[src/rtl/uart_rx.sv]
// uart_rx: 8N1 UART receiver, 2-FF input synchronizer, one-entry read-to-clear byte register.
// Latency: stop bit sampled CLKS_PER_BIT/2 + 9*CLKS_PER_BIT clocks after IDLE sees the start edge; rx_valid set on that edge.
// Backpressure: none on the line side; an unread byte is overwritten and flagged by the sticky overrun bit.
//
// Optional feature macro: UART_RX_PARITY_EN (adds a parity bit, PARITY_ODD parameter, parity_err output).
// Ports:
//   clk_50M    in   system clock, rising edge
//   reset      in   synchronous active-high reset
//   uart_rxd   in   asynchronous serial line, idle high
//   rx_read    in   one-cycle pulse, consumes rx_data and clears the status flags
//   rx_data    out  last good byte (LSB received first)
//   rx_valid   out  a byte is waiting to be read
//   overrun    out  sticky, an unread byte was overwritten
//   frame_err  out  sticky, a stop bit was sampled low
//   busy       out  FSM is not in IDLE
//   parity_err out  (parity build only) sticky, parity mismatch on a delivered byte
module uart_rx #(
    parameter int CLK_FREQ     = 50000000,
    parameter int BAUD         = 9600,
    parameter int CLKS_PER_BIT = CLK_FREQ / BAUD
`ifdef UART_RX_PARITY_EN
    ,
    parameter bit PARITY_ODD   = 1'b0
`endif
) (
    input  logic       clk_50M,
    input  logic       reset,
    input  logic       uart_rxd,
    input  logic       rx_read,
    output logic [7:0] rx_data,
    output logic       rx_valid,
    output logic       overrun,
    output logic       frame_err,
`ifdef UART_RX_PARITY_EN
    output logic       parity_err,
`endif
    output logic       busy
);

    localparam int CNT_W = (CLKS_PER_BIT > 2) ? $clog2(CLKS_PER_BIT) : 1;
    localparam logic [CNT_W-1:0] CNT_HALF = CNT_W'(CLKS_PER_BIT / 2 - 1);
    localparam logic [CNT_W-1:0] CNT_FULL = CNT_W'(CLKS_PER_BIT - 1);

    typedef enum logic [2:0] {
        S_IDLE,
        S_START,
        S_DATA,
        S_STOP,
        S_BREAK
`ifdef UART_RX_PARITY_EN
        ,
        S_PARITY
`endif
    } state_t;

    state_t           r_state;
    logic             r_rxd_meta;
    logic             r_rxd_s;
    logic [CNT_W-1:0] r_cnt;
    logic [2:0]       r_idx;
    logic [7:0]       r_shift;
    logic [7:0]       r_data;
    logic             r_valid;
    logic             r_overrun;
    logic             r_frame_err;
    logic             r_busy;
`ifdef UART_RX_PARITY_EN
    logic             r_par_bad;
    logic             r_parity_err;
`endif

    logic w_tick;
    logic w_stop_good;
    logic w_stop_bad;

    assign w_tick      = (r_cnt == '0);
    assign w_stop_good = (r_state == S_STOP) && w_tick && r_rxd_s;
    assign w_stop_bad  = (r_state == S_STOP) && w_tick && !r_rxd_s;

    always_ff @(posedge clk_50M) begin
        if (reset) begin
            // Synchronizer resets to the idle line level so reset release never looks like a start bit.
            r_rxd_meta   <= 1'b1;
            r_rxd_s      <= 1'b1;
            r_state      <= S_IDLE;
            r_cnt        <= '0;
            r_idx        <= '0;
            r_shift      <= '0;
            r_data       <= '0;
            r_valid      <= 1'b0;
            r_overrun    <= 1'b0;
            r_frame_err  <= 1'b0;
            r_busy       <= 1'b0;
`ifdef UART_RX_PARITY_EN
            r_par_bad    <= 1'b0;
            r_parity_err <= 1'b0;
`endif
        end else begin
            r_rxd_meta <= uart_rxd;
            r_rxd_s    <= r_rxd_meta;

            // Status: the read clear comes first so that a same-cycle set below wins.
            if (rx_read) begin
                r_valid      <= 1'b0;
                r_overrun    <= 1'b0;
                r_frame_err  <= 1'b0;
`ifdef UART_RX_PARITY_EN
                r_parity_err <= 1'b0;
`endif
            end
            if (w_stop_good) begin
                r_data  <= r_shift;
                r_valid <= 1'b1;
                // A read in the same cycle consumes the old byte, so nothing is lost.
                if (r_valid && !rx_read) begin
                    r_overrun <= 1'b1;
                end
`ifdef UART_RX_PARITY_EN
                if (r_par_bad) begin
                    r_parity_err <= 1'b1;
                end
`endif
            end
            if (w_stop_bad) begin
                r_frame_err <= 1'b1;
            end

            case (r_state)
                S_IDLE: begin
                    if (!r_rxd_s) begin
                        r_state <= S_START;
                        r_cnt   <= CNT_HALF;
                        r_busy  <= 1'b1;
                    end
                end
                S_START: begin
                    if (w_tick) begin
                        // Re-check at mid start bit; a high line means the edge was a glitch.
                        if (!r_rxd_s) begin
                            r_state <= S_DATA;
                            r_cnt   <= CNT_FULL;
                            r_idx   <= '0;
                        end else begin
                            r_state <= S_IDLE;
                            r_busy  <= 1'b0;
                        end
                    end else begin
                        r_cnt <= r_cnt - 1'b1;
                    end
                end
                S_DATA: begin
                    if (w_tick) begin
                        r_shift <= {r_rxd_s, r_shift[7:1]};
                        r_cnt   <= CNT_FULL;
                        if (r_idx == 3'd7) begin
`ifdef UART_RX_PARITY_EN
                            r_state <= S_PARITY;
`else
                            r_state <= S_STOP;
`endif
                        end else begin
                            r_idx <= r_idx + 3'd1;
                        end
                    end else begin
                        r_cnt <= r_cnt - 1'b1;
                    end
                end
`ifdef UART_RX_PARITY_EN
                S_PARITY: begin
                    if (w_tick) begin
                        // XOR of data and parity bit equals PARITY_ODD on a correct frame.
                        r_par_bad <= (^r_shift) ^ r_rxd_s ^ PARITY_ODD;
                        r_cnt     <= CNT_FULL;
                        r_state   <= S_STOP;
                    end else begin
                        r_cnt <= r_cnt - 1'b1;
                    end
                end
`endif
                S_STOP: begin
                    if (w_tick) begin
                        if (r_rxd_s) begin
                            r_state <= S_IDLE;
                            r_busy  <= 1'b0;
                        end else begin
                            r_state <= S_BREAK;
                        end
                    end else begin
                        r_cnt <= r_cnt - 1'b1;
                    end
                end
                S_BREAK: begin
                    // Hold off until the line returns high so a held-low line does not retrigger.
                    if (r_rxd_s) begin
                        r_state <= S_IDLE;
                        r_busy  <= 1'b0;
                    end
                end
                default: begin
                    r_state <= S_IDLE;
                    r_busy  <= 1'b0;
                end
            endcase
        end
    end

    assign rx_data    = r_data;
    assign rx_valid   = r_valid;
    assign overrun    = r_overrun;
    assign frame_err  = r_frame_err;
    assign busy       = r_busy;
`ifdef UART_RX_PARITY_EN
    assign parity_err = r_parity_err;
`endif

endmodule

[config.mk]
export PLATFORM = sky130hd
export DESIGN_NAME = uart_rx
export DESIGN_NICKNAME = d
export VERILOG_FILES = /design/src/rtl/uart_rx.sv
export SDC_FILE = /design/constraint.sdc
export NUM_CORES = 1
export LEC_CHECK = 0
export CORE_UTILIZATION = 51
export CTS_CLUSTER_DIAMETER = 100
export DETAILED_ROUTE_END_ITERATION = 10
export GPL_ROUTABILITY_DRIVEN = 1
export GPL_TIMING_DRIVEN = 0
export HOLD_SLACK_MARGIN = 0.08
export PLACE_DENSITY = 0.74
export SLEW_MARGIN = 30
export SYNTH_ARGS = -nofsm -noshare
export SYNTH_HDL_FRONTEND = slang
export SYNTH_SLANG_ARGS = --single-unit
[constraint.sdc]
create_clock -name clk_50M -period 2.38 [get_ports clk_50M]
set_input_delay 0.476 -clock clk_50M [delete_from_list [all_inputs] [get_ports clk_50M]]
set_output_delay 0.476 -clock clk_50M [all_outputs]
set_load 0.005 [all_outputs]
# Word-level counts from Yosys, hierarchy flattened
# Cells that the tools add are included.
[totals]
elab_cells = 78
inputBits = 4
ram_bits = 0
mem_bits_ro = 0
mem_count = 0
ff_bits = 41
latchBits = 0
[op_classes]
n_mux = 30
eq_ne = 16
reduce_logical = 18
shifts = 0
div_mod_pow = 0
n_lt_le_gt_ge = 0
bitwise_logic = 1
n_mul = 0
addsub = 2
[ops]
columns = ["cell", "count"]
rows = [
  ["$mux W13", 5],
  ["$pmux W13 S4", 1],
  ["$mux W3", 11],
  ["$ne A2 B2 Y1 const B", 9],
  ["$pmux W3 S5", 1],
  ["$logic_not A13 Y1", 1],
  ["$sub A13 B1 Y13 const B", 1],
  ["$mux W1", 9],
  ["$eq A3 B2 Y1 const B", 2],
  ["$eq A3 B3 Y1 const B", 2],
  ["$pmux W3 S2", 1],
  ["$reduce_and A6 Y1", 1],
  ["$reduce_bool A2 Y1", 3],
  ["$reduce_and A5 Y1", 1],
  ["$logic_and A1 B1 Y1", 4],
  ["$pmux W1 S4", 1],
  ["$reduce_and A4 Y1", 1],
  ["$reduce_bool A4 Y1", 1],
  ["$add A3 B1 Y3 const B", 1],
  ["$eq A3 B1 Y1 const B", 1],
  ["$logic_not A3 Y1", 1],
  ["$ne A3 B3 Y1 const B", 1],
  ["$reduce_and A3 Y1", 1],
  ["$logic_not A1 Y1", 2],
  ["5 further kinds", 5],
]

# Longest topological paths before layout
[logic_depth]
depth_word = 4
ltp_mapped = 9
ltp_nobuf = 7

# Least setup slack after synthesis
# Ideal clock, no wire load.
[synth_path]
path_type = "flip-flop to flip-flop"
startpoint = "register r_cnt[0]"
endpoint = "register r_data[7] (netlist: rx_data[7])"
setup_slack_ns = 0.031
stages_incl_launch_ff = 10
t_required_ns = 2.252
setup_time_ns = 0.128
arrival_time_ns = 2.222
path_buffers = 2
synth_period_minus_slack_ns = 2.349
cell_sequence = "dfxtp_1 -> inv_1 -> ha_1 -> or4b_1 -> or4_1 -> buf_6 -> nor3_4 -> buf_6 -> mux2i_1 -> nor2_1"
[synth_between]
elab_chain_len = 3
[synth_lines]
columns = ["item", "line", "rtl"]
rows = [
  ["start, declared", "59", "logic [CNT_W-1:0] r_cnt;"],
  ["start signal, assigned", "148", "r_cnt <= r_cnt - 1'b1;"],
  ["start signal, assigned", "165", "r_cnt <= r_cnt - 1'b1;"],
  ["start signal, assigned", "189", "r_cnt <= r_cnt - 1'b1;"],
  ["$logic_not A13 Y1", "76", "assign w_tick = (r_cnt == '0);"],
  ["$logic_and A1 B1 Y1 (2 in series)", "77", "assign w_stop_good = (r_state == S_STOP) && w_tick && r_rxd_s;"],
  ["end signal, assigned", "112", "r_data <= r_shift;"],
  ["end, declared", "62", "logic [7:0] r_data;"],
]
# Every way passes these cells.
# A chain may end at the register's enable or synchronous reset.

# Worst setup path after layout
# Ends and elaborated chain as after synthesis.

==> impl_metrics.yaml <==
logic_synthesis:
  synth_cell_types: 46
  async_reset_ff_share_pct: 0
  yosysSeqAreaShare_pct: 40.7
  yosys.area.top_type_share_pct: 40.7
  yosysTopAreaCell: "dfxtp_1"
  synth_edf_count: 0
  synthCells: 239
  synthesis.nets: 247
  yosys-top-cells-area: "dfxtp_1 41%, a21oi_1 6.7%, mux2i_1 5.0%"
  synthFlopType: "dfxtp_1"
  syn_area_per_cell_um2: 8.43
  yosys_warnings: 0
  synth-seq-cells: 41
  netlist_area_um2: 2020
global_route:
  met3_usage_pct: 4.05
  grt_antenna_before_repair: 0
  grt_max_degree: 14
  grtUsageMet2_pct: 37.2
  gr-total-overflow: 0
  grt_pass1_wl_um: 7950
  grt-busiest-layer: "met2"
  grt_use_met1_pct: 34.3
  grt.total_usage_pct: 24.6
  grt_pass1_vias: 1670
sta:
  worst_slack_ps: -49.7
  fmax_ghz: 0.412
  period_needed_ps: 2430
  rsz0062_at_grt: "true"
  tightestPinTransition_ps: 640
  slew_viol_final: 0
  period_share_pct: 102
  relSlewSlack_pct: 57.3
  finalHoldViolCount: 0
  finClkSkew_ps: 8.31
  tns_ps: -230
  finalSetupViolations: 8
drt:
  routed_wl_um: 4730
  vias: 1866
  wire_per_inst_um: 14.7
  drc: 0
  firstDrtPassIters: 4
  drt-initial-drc-count: 118
  via_per_inst: 5.80
  ant_nets: 0
floorplanning:
  io_pins: 16
  rows: 22
  dieArea_um2: 4210
  initial_core_util_pct: 54.2
  fp.coreArea_um2: 3720
  die_x_um: 64.9
  dieHeight_um: 64.9
finish:
  multi_input_area_um2: 1130
  fill_cells: 308
  n_antenna_cell: 0
  drive_above_1_share_pct: 15.3
  nNetsFinal: 281
  areaGrowthSynthToFinish_pct: 23.5
  final_common_cell: "dfxtp_1"
  final_cell_mix: "39 x dfxtp_1, 27 x a21oi_1, 24 x nor2_1"
  regArea_um2: 823
clocking:
  cts.sinks: 41
  cts-buffers-inserted: 5
  postCtsHoldBufs: 0
  tritoncts: "yes"
  h-tree-depth: 2
  clk_latency_ps: 300
  cts.reportedPaths.clkPinSlew_ps: 80
  cts_buffer_depth: 2
  clock_tree.root_cell: "clkbuf_8"
placement:
  preCtsSetupSlack_ps: -214
  io_buffers: 14
  place_congestion: 0.894
  place_hpwl_um: 3120
worst_setup_path:
  crit_buf_inv: 3
  cp_data_required_time_ps: 2550
  worst_path_max_delay_cell: "or4_4"
  worst_setup_path_start_kind: "flop"
  criticalPathCategory: "flop to flop"
  cp.arrival_ps: 2600
  crit_chain: "inv_2 > ha_4 > or4b_4 > or4_4 > buf_12 > nor3_4 > buf_6 > mux2i_1 > nor2_1"
  crit_fanout: 8
  crit_family: "simple AND/OR/NAND/NOR gates"
  cp_slowest_stage_delay_ps: 520
  end_kind: "flop"
power:
  max-vdd-ir-drop_uv: 433
  cellPowerDensity_nw_per_um2: 744
  swShare_pct: 30.5
  p_sw_uw: 565
  leakage_nw: 0.861
  p_seq_share_pct: 39.8
  power_frac_comb_pct: 28.1
  cellInternalPower_mw: 1.29
  p_clk_share_pct: 32.1
run:
  cap_violations: 0
run_status:
  outcome: "complete, but fails checks"
  violations: "setup timing"
worst_hold_path:
  hp-class: "flop to flop"
path summary, 6_finish.rpt:
path | start | slack [ps] | endpoint | cells past startpoint
setup / recovery | r_cnt[0] | -50 | rx_data[7] | 9
hold reg to reg | r_rxd_meta | 410 | r_rxd_s | 1
setup reg to reg | r_cnt[0] | -50 | rx_data[7] | 9
hold / removal | r_rxd_meta | 410 | r_rxd_s | 1
per-layer routing:
| metal | share of wire [%] | vias up |
|---|---|---|
| li1 | - | 928 |
| met1 | 47 | 862 |
| met2 | 45 | 62 |
| met3 | 5.6 | 14 |
| met4 | 2.6 | 0 |
| met5 | 0 | - |
cells in the mapped netlist, types with 3 or more instances:
master	count
a31oi_1	4
inv_1	7
mux2i_1	10
clkbuf_1	11
nand3_1	14
nor3_1	9
nor2b_1	3
nand2_1	17
or2_2	4
o21ai_0	12
or3_1	3
nor2_1	24
a21oi_1	27
nand2b_1	7
ha_1	4
and2_1	3
dfxtp_1	41
worst register-to-register path: stages (launching register included):
cell	delay [ps]
dfxtp_2	330
inv_2	70
ha_4	130
or4b_4	470
or4_4	520
buf_12	160
nor3_4	210
buf_6	170
mux2i_1	200
nor2_1	50
final cells by class:
class	instances	share of cell area (%)
clock buffer	6	3.32
timing repair buffer	27	9.70
multi-input combinational	177	45.6
inverter	7	1.06
clock inverter	2	1.51
tap	48	2.41
sequential	41	33.1
buffer	14	3.37
per-stage QoR:
step	power, mW	cells	hold slack [ps]	cell area (um2)	utilization (%)
2_1_floorplan	1.04	239	389	2020	-
3_3_place_gp	1.13	301	391	2220	59.6
3_5_place_dp	1.13	301	393	2220	59.6
4_1_cts	1.78	316	412	2430	65.4
5_1_grt	1.93	322	437	2490	67.0
6_report	1.85	322	411	2490	67.0
power by group through the flow:
stage               registers, mW  clock network [mW]  logic (mW)
global placement            0.752                   0       0.377
CTS                         0.736               0.598       0.449
global route                0.742               0.618       0.566
detailed placement          0.752                   0       0.381
floorplan                   0.746                   0       0.295
finish                      0.737               0.594       0.520
timing repair:
item / 4_1_cts / 5_1_grt
resized for setup: 12 / 6
setup buffers: 6 / 6
gates cloned: 1 / 0
pin swaps: 2 / 10
endpoints found under the hold margin: 0 / 0
endpoints found under the setup margin: 32 / 31
logic make-up (layout without fill, tap and decap cells):
| logic type | Yosys count | after routing | synth area share, % |
|---|---|---|---|
| adders and majority gates | 4 | 4 | 2.48 |
| buffers and inverters | 21 | 56 | 4.72 |
| and+or+nand+nor | 98 | 98 | 26.3 |
| AOI/OAI and AO/OA | 64 | 64 | 20.4 |
| DFF | 41 | 41 | 40.7 |
| muxes | 10 | 10 | 4.97 |
| xor gates and xnor gates | 1 | 1 | 0.435 |
registers in the layout, indices dropped and copies added (netlist names):
| register | count |
|---|---|
| frame_err | 1 |
| r_shift | 8 |
| r_state | 3 |
| r_rxd_s | 1 |
| r_rxd_meta | 1 |
| r_idx | 3 |
| overrun | 1 |
| busy | 1 |
| r_cnt | 13 |
| rx_valid | 1 |
| rx_data | 8 |
Power figures use the tool's default switching activity.
